**src/rtl/float_mult_arbiter.sv**
```systemverilog
// Round-robin arbiter sharing one fixed-latency float multiplier among NUM_REQ requesters,
// with burst locking and an ID tag pipe that routes each result back to its owner.
module float_mult_arbiter #(
    parameter int NUM_REQ = 4,
    parameter int MUL_LAT = 3,
    parameter int ID_W    = 2
) (
    input  logic                  clk,
    input  logic                  rst_n,
    input  logic                  hold,
    input  logic [NUM_REQ-1:0]    req_valid,
    input  logic [NUM_REQ-1:0]    req_last,
    input  logic [32*NUM_REQ-1:0] req_op_a,
    input  logic [32*NUM_REQ-1:0] req_op_b,
    output logic [NUM_REQ-1:0]    req_ready,
    output logic                  mul_valid,
    output logic                  mul_last,
    output logic [31:0]           mul_op_a,
    output logic [31:0]           mul_op_b,
    input  logic                  mul_res_valid,
    input  logic                  mul_res_last,
    input  logic [31:0]           mul_result,
    input  logic [1:0]            mul_flow,
    output logic [NUM_REQ-1:0]    rsp_valid,
    output logic                  rsp_last,
    output logic [31:0]           rsp_result,
    output logic [1:0]            rsp_flow,
    output logic [ID_W-1:0]       rsp_id,
    output logic                  busy,
    output logic                  err_align
);

    typedef enum logic {IDLE, LOCKED} state_t;

    state_t              state;
    logic [ID_W-1:0]     ptr;
    logic [ID_W-1:0]     owner;
    logic [ID_W-1:0]     win_id;
    logic [ID_W-1:0]     cand;
    logic [ID_W-1:0]     issue_id;
    logic                any_win;
    logic                win_last;
    logic [MUL_LAT-1:0]  tag_vld;
    logic [MUL_LAT-1:0]  tag_last;
    logic [ID_W-1:0]     tag_id [MUL_LAT];
    logic                tail_vld;
    logic                tail_last;
    logic [ID_W-1:0]     tail_id;

    function automatic logic [ID_W-1:0] wrap_inc(input logic [ID_W-1:0] base,
                                                 input logic [ID_W:0]   off);
        logic [ID_W:0] s;
        s = {1'b0, base} + off;
        if (s >= (ID_W+1)'(NUM_REQ))
            s = s - (ID_W+1)'(NUM_REQ);
        return s[ID_W-1:0];
    endfunction

    // Grant: scan downward so the candidate closest to ptr is the last one written.
    always_comb begin
        win_id  = owner;
        any_win = 1'b0;
        cand    = '0;
        if (!hold) begin
            if (state == LOCKED) begin
                any_win = req_valid[owner];
            end else begin
                for (int k = NUM_REQ - 1; k >= 0; k--) begin
                    cand = wrap_inc(ptr, (ID_W+1)'(k));
                    if (req_valid[cand]) begin
                        win_id  = cand;
                        any_win = 1'b1;
                    end
                end
            end
        end
    end

    assign req_ready = any_win ? (NUM_REQ'(1) << win_id) : '0;
    assign win_last  = req_last[win_id];

    always_ff @(posedge clk or negedge rst_n) begin
        if (!rst_n) begin
            state <= IDLE;
            ptr   <= '0;
            owner <= '0;
        end else if (any_win) begin
            if (win_last) begin
                state <= IDLE;
                ptr   <= wrap_inc(win_id, (ID_W+1)'(1));
            end else begin
                state <= LOCKED;
                owner <= win_id;
            end
        end
    end

    // Issue stage: operands hold their last value when nothing is accepted.
    always_ff @(posedge clk or negedge rst_n) begin
        if (!rst_n) begin
            mul_valid <= 1'b0;
            mul_last  <= 1'b0;
            mul_op_a  <= '0;
            mul_op_b  <= '0;
            issue_id  <= '0;
        end else begin
            mul_valid <= any_win;
            if (any_win) begin
                mul_last <= win_last;
                mul_op_a <= req_op_a[32*win_id +: 32];
                mul_op_b <= req_op_b[32*win_id +: 32];
                issue_id <= win_id;
            end
        end
    end

    // Tag pipe is fed from the issue register so its tail lines up with mul_res_valid.
    always_ff @(posedge clk or negedge rst_n) begin
        if (!rst_n) begin
            tag_vld  <= '0;
            tag_last <= '0;
            for (int i = 0; i < MUL_LAT; i++) tag_id[i] <= '0;
        end else begin
            tag_vld[0]  <= mul_valid;
            tag_last[0] <= mul_last;
            tag_id[0]   <= issue_id;
            for (int i = 1; i < MUL_LAT; i++) begin
                tag_vld[i]  <= tag_vld[i-1];
                tag_last[i] <= tag_last[i-1];
                tag_id[i]   <= tag_id[i-1];
            end
        end
    end

    assign tail_vld  = tag_vld[MUL_LAT-1];
    assign tail_last = tag_last[MUL_LAT-1];
    assign tail_id   = tag_id[MUL_LAT-1];

    // Return stage
    always_ff @(posedge clk or negedge rst_n) begin
        if (!rst_n) begin
            rsp_valid  <= '0;
            rsp_last   <= 1'b0;
            rsp_result <= '0;
            rsp_flow   <= '0;
            rsp_id     <= '0;
            err_align  <= 1'b0;
        end else begin
            if (tail_vld && mul_res_valid) begin
                rsp_valid  <= NUM_REQ'(1) << tail_id;
                rsp_id     <= tail_id;
                rsp_last   <= mul_res_last;
                rsp_result <= mul_result;
                rsp_flow   <= mul_flow;
            end else begin
                rsp_valid  <= '0;
            end
            if ((tail_vld != mul_res_valid) ||
                (tail_vld && mul_res_valid && (tail_last != mul_res_last)))
                err_align <= 1'b1;
        end
    end

    assign busy = (state == LOCKED) | mul_valid | (|tag_vld) | (|rsp_valid);

endmodule

```
**config.mk**
```make
export PLATFORM = sky130hd
export DESIGN_NAME = float_mult_arbiter
export DESIGN_NICKNAME = d
export VERILOG_FILES = /design/src/rtl/float_mult_arbiter.sv
export SDC_FILE = /design/constraint.sdc
export NUM_CORES = 1
export LEC_CHECK = 0
export ABC_AREA = 1
export BUFFER_PORTS_ARGS = -buffer_cell sky130_fd_sc_hd__buf_2
export CORE_AREA = 2 2 161 163
export CTS_BUF_LIST = sky130_fd_sc_hd__clkbuf_16
export DETAILED_ROUTE_END_ITERATION = 6
export DIE_AREA = 0 0 163 165
export PLACE_DENSITY_LB_ADDON = 0.12
export SYNTH_ARGS = -nofsm -noshare
export SYNTH_HDL_FRONTEND = slang
export SYNTH_SLANG_ARGS = --single-unit
```
**constraint.sdc**
```tcl
create_clock -name clk -period 2.4 [get_ports clk]
set_input_delay 0.48 -clock clk [delete_from_list [all_inputs] [get_ports clk]]
set_output_delay 0.48 -clock clk [all_outputs]
set_load 0.02 [all_outputs]
```
==> impl_metrics.toml <==
[floorplanning]
dieHeight_um = 165
die_width_um = 163
core.rowCount = 58
initial_core_util_pct = 31.1
core_area_um2 = 25000
die-area_um2 = 26900
ios = 416

[worst_setup_path]
worstPathCellList = "clkinv_4 > nand2_4 > nand2_4 > nand2_4 > nand2_4 > nand2_2 > nand3_2 > nand2_1 > nand2_1 > nand2_2 > nand2_8 > clkinv_4 > ha_4 > inv_1 > nor2_1 > buf_4"
slowest_delay_ns = 0.46
path_max_fanout = 8
cpMostUsedCell = "nand2_4"
critPathCaptureType = "primary output"
path_buf_inv = 4
cp-start-kind = "register"
cp_top_family = "simple AND/OR/NAND/NOR gates"
path_class = "reg2out"
cp.required_ns = 1.92
critPathArrivalTime_ns = 2.23
slowest_stage = "dfrtp_2"

[synth]
syn-mean-instance-area_um2 = 7.11
synthArstFlopShare_pct = 100
synth_mux_area_share_pct = 5.06
post_synth_fa_ha_maj_area_fraction_pct = 0.804
synth_compound_area_share_pct = 4.71
ys_seq_area_share_pct = 40.8
synth_top_family_by_area = "simple AND/OR/NAND/NOR gates"
synthCells = 1095
ys_ff_latch = 127
syn_area_um2 = 7780
synth_nets = 1403
synth_warnings = 0
yosysUniqueCellTypes = 29
synth-main-ff-cell = "dfrtp_1"
synth_xor_xnor_area_share_pct = 0
yosys.area_share.simple_pct = 37.9
synth_edf_count = 0

[timing]
timing.final.max_slew_violations = 0
period_needed_ns = 2.71
slew_headroom_pct = 57.2
max_slew.worst_pin.slew_ns = 0.641
setup_tns_ns = -1.17
max_freq_ghz = 0.370
finalSetupViolations = 5
hold_violations = 1
rsz0062_at_grt = "yes"
worst_slack_ns = -0.306
period_share_pct = 113
skew_ns = 0.0118
timing.hold.ws_ns = -0.00163

[global_routing]
grt_pass1_wl_um = 43600
grt_start_max_net_pins = 58
grt_pass1_vias = 8237
gr-total-overflow = 0
antenna_found_initial = 6
grt_use_total_pct = 20.9

[pwr]
total_leakage_power_nw = 6.42
p_per_area_nw_per_um2 = 1420
ir_drop_mv = 0.555

[detailed_routing]
dr_total_vias = 8675
drtIter0Drc = 403
ant_nets = 0
drc = 0
via_per_inst = 4.66
dr.pass1.iters = 5
totalWireLength_um = 30100
routedWlPerCell_um = 16.2

[clock_tree]
hold_buffers = 0
htreeDepth = 4
numCtsBuffers = 17
insertion_delay_ns = 0.42
root_buffer = "clkbuf_16"
clk_path_buf_depth = 2
cts.clk_slew.worst_paths_ns = 0.06
cts_tree = "yes"
cts.sinks = 127

[place]
detailed_place.area_um2 = 10300
dpl.hpwl_um = 20900
io_buffers = 415
gp_congestion = 0.905

[worst_hold_path]
worstHoldPathType = "in2async"

[layout]
final_area_um2 = 11700
drive_gt1_share_pct = 42.0
area_growth_pct = 49.8
final_nets = 1821

[status]
status = "finished, violations left"
failed_checks = "hold timing, setup timing"

[flow_run]
maxCapViolations = 0
==> metal layers <==
metal  up-vias  GRT usage [%]  routed length, um  part of all wire, %
met2       338           34.9              14500                   48
met1      4042           26.1              13000                   43
met5         -              0                 30                 0.10
met3        41           5.10               2040                  6.8
li1       4250              -                  -                    -
met4         4           7.84                641                  2.1
==> registers in the layout, summed over array words and instances (netlist names) <==
name / flops
rsp_last: 1
issue_id: 2
rsp_valid: 4
ptr: 2
tag_id: 4
mul_valid: 1
rsp_flow: 2
state: 1
tag_vld: 3
rsp_id: 2
owner: 2
tail_id: 2
mul_op_a: 32
mul_last: 1
err_align: 1
mul_op_b: 32
tag_last: 3
rsp_result: 32
==> per-stage QoR <==
step / utilization [%] / instances / power [mW] / setup slack (ns) / hold slack, ns
3_3_place_gp: 41.2 / 1801 / 12.3 / -0.173 / 0.334
2_1_floorplan: - / 1095 / 9.43 / 0.0169 / 0.184
5_1_grt: 46.6 / 1859 / 17.9 / -0.471 / 0.0140
6_report: 46.6 / 1860 / 16.6 / -0.306 / -0.00163
3_5_place_dp: 41.2 / 1801 / 12.3 / -0.201 / 0.336
4_1_cts: 44.4 / 1841 / 15.4 / -0.259 / 0.00851
==> Yosys cell counts, types with 2 or more instances <==
cell      instances  share of area (%)
nand2_1         378                 18
dfrtp_1         127                 41
inv_1           124                6.0
nand3_1         110                7.1
nor2_1           68                3.3
o21ai_1          54                3.5
nand3b_1         52                5.0
or2_2            37                3.0
mux2_2           35                5.1
buf_2            34                2.2
clkbuf_1         18               0.87
or2_1             9               0.72
a21oi_1           7               0.45
buf_1             6               0.29
buf_4             6               0.58
ha_1              5               0.80
o21ai_0           5               0.32
buf_6             4               0.58
a31oi_1           2               0.16
inv_2             2              0.096
nor3_1            2               0.13
o21a_1            2               0.19
or2_0             2               0.16
==> worst reg2reg max path: stages, from the launching register on <==
cell       delay (ns)
dfrtp_2          0.46
clkinv_4         0.15
nand2_4          0.09
nand2_4          0.07
nand2_4          0.10
nand2_4          0.05
nand2_2          0.06
nand3_2          0.05
nand2_1          0.05
nand2_1          0.06
nand2_2          0.12
nand2_8          0.08
buf_4            0.18
buf_12           0.16
clkbuf_16        0.17
or2_2            0.27
nand3_1          0.08
nand3_1          0.08
==> layout make-up <==
type	instances	area, um2
antenna	4	10.0
clock buffer	17	425
clock inverter	15	200
fill	2599	13400
inverter	128	493
multi-input combinational	772	4070
sequential	127	3180
tap	330	413
timing repair buffer	467	2870
==> path summary, 6_finish.rpt <==
path | depth (start not counted) | startpoint | to | slack (ns)
setup reg to reg | 17 | ptr[0] | mul_op_b[14] | 0
setup / recovery | 16 | ptr[0] | req_ready[2] | -0.31
hold reg to reg | 0 | tag_id[5] | tag_id[3] | 0.35
min in group clk | 2 | mul_result[19] | rsp_result[19] | 0.29
max in group asynchronous | 2 | rst_n | ptr[1] | 1.75
hold / removal | 1 | rst_n | mul_op_a[30] | -0.002
==> cell usage in the layout (no fill, tap or decap), types with 4 or more instances in the layout <==
master	count
buf_2	410
nand2_1	357
dfrtp_1	125
inv_1	124
nand3_1	100
nor2_1	56
nand3b_1	52
o21ai_1	40
or2_2	37
mux2_2	35
clkbuf_16	26
buf_4	23
o21ai_2	13
nand2_2	12
nor2_2	12
nand2_4	10
buf_6	10
nand3_2	9
or2_1	9
buf_12	9
clkinv_4	5
o21ai_0	5
diode_2	4
a21oi_1	4
inv_6	4
==> cells by family (layout without fill, tap and decap cells) <==
family	count (synthesis)	after routing
other	0	4
AOI/OAI and AO/OA	71	71
muxes	35	35
DFF	127	127
and+or+nand+nor	661	661
buffers and inverters	196	627
adders and majority gates	5	5
==> where the power goes <==
part	total, mW	internal (mW)	switching [mW]
registers	3.76	3.18	0.579
clock network	2.77	1.67	1.10
logic	10.0	4.00	6.04
total	16.6	8.85	7.71
==> what timing repair did <==
action	4_1_cts	5_1_grt
pin swaps	16	13
setup buffers	8	3
resized for setup	35	60
gates cloned	0	15
hold endpoints to repair	0	0
endpoints found under the setup margin	19	75
Power figures use the tool's default switching activity.
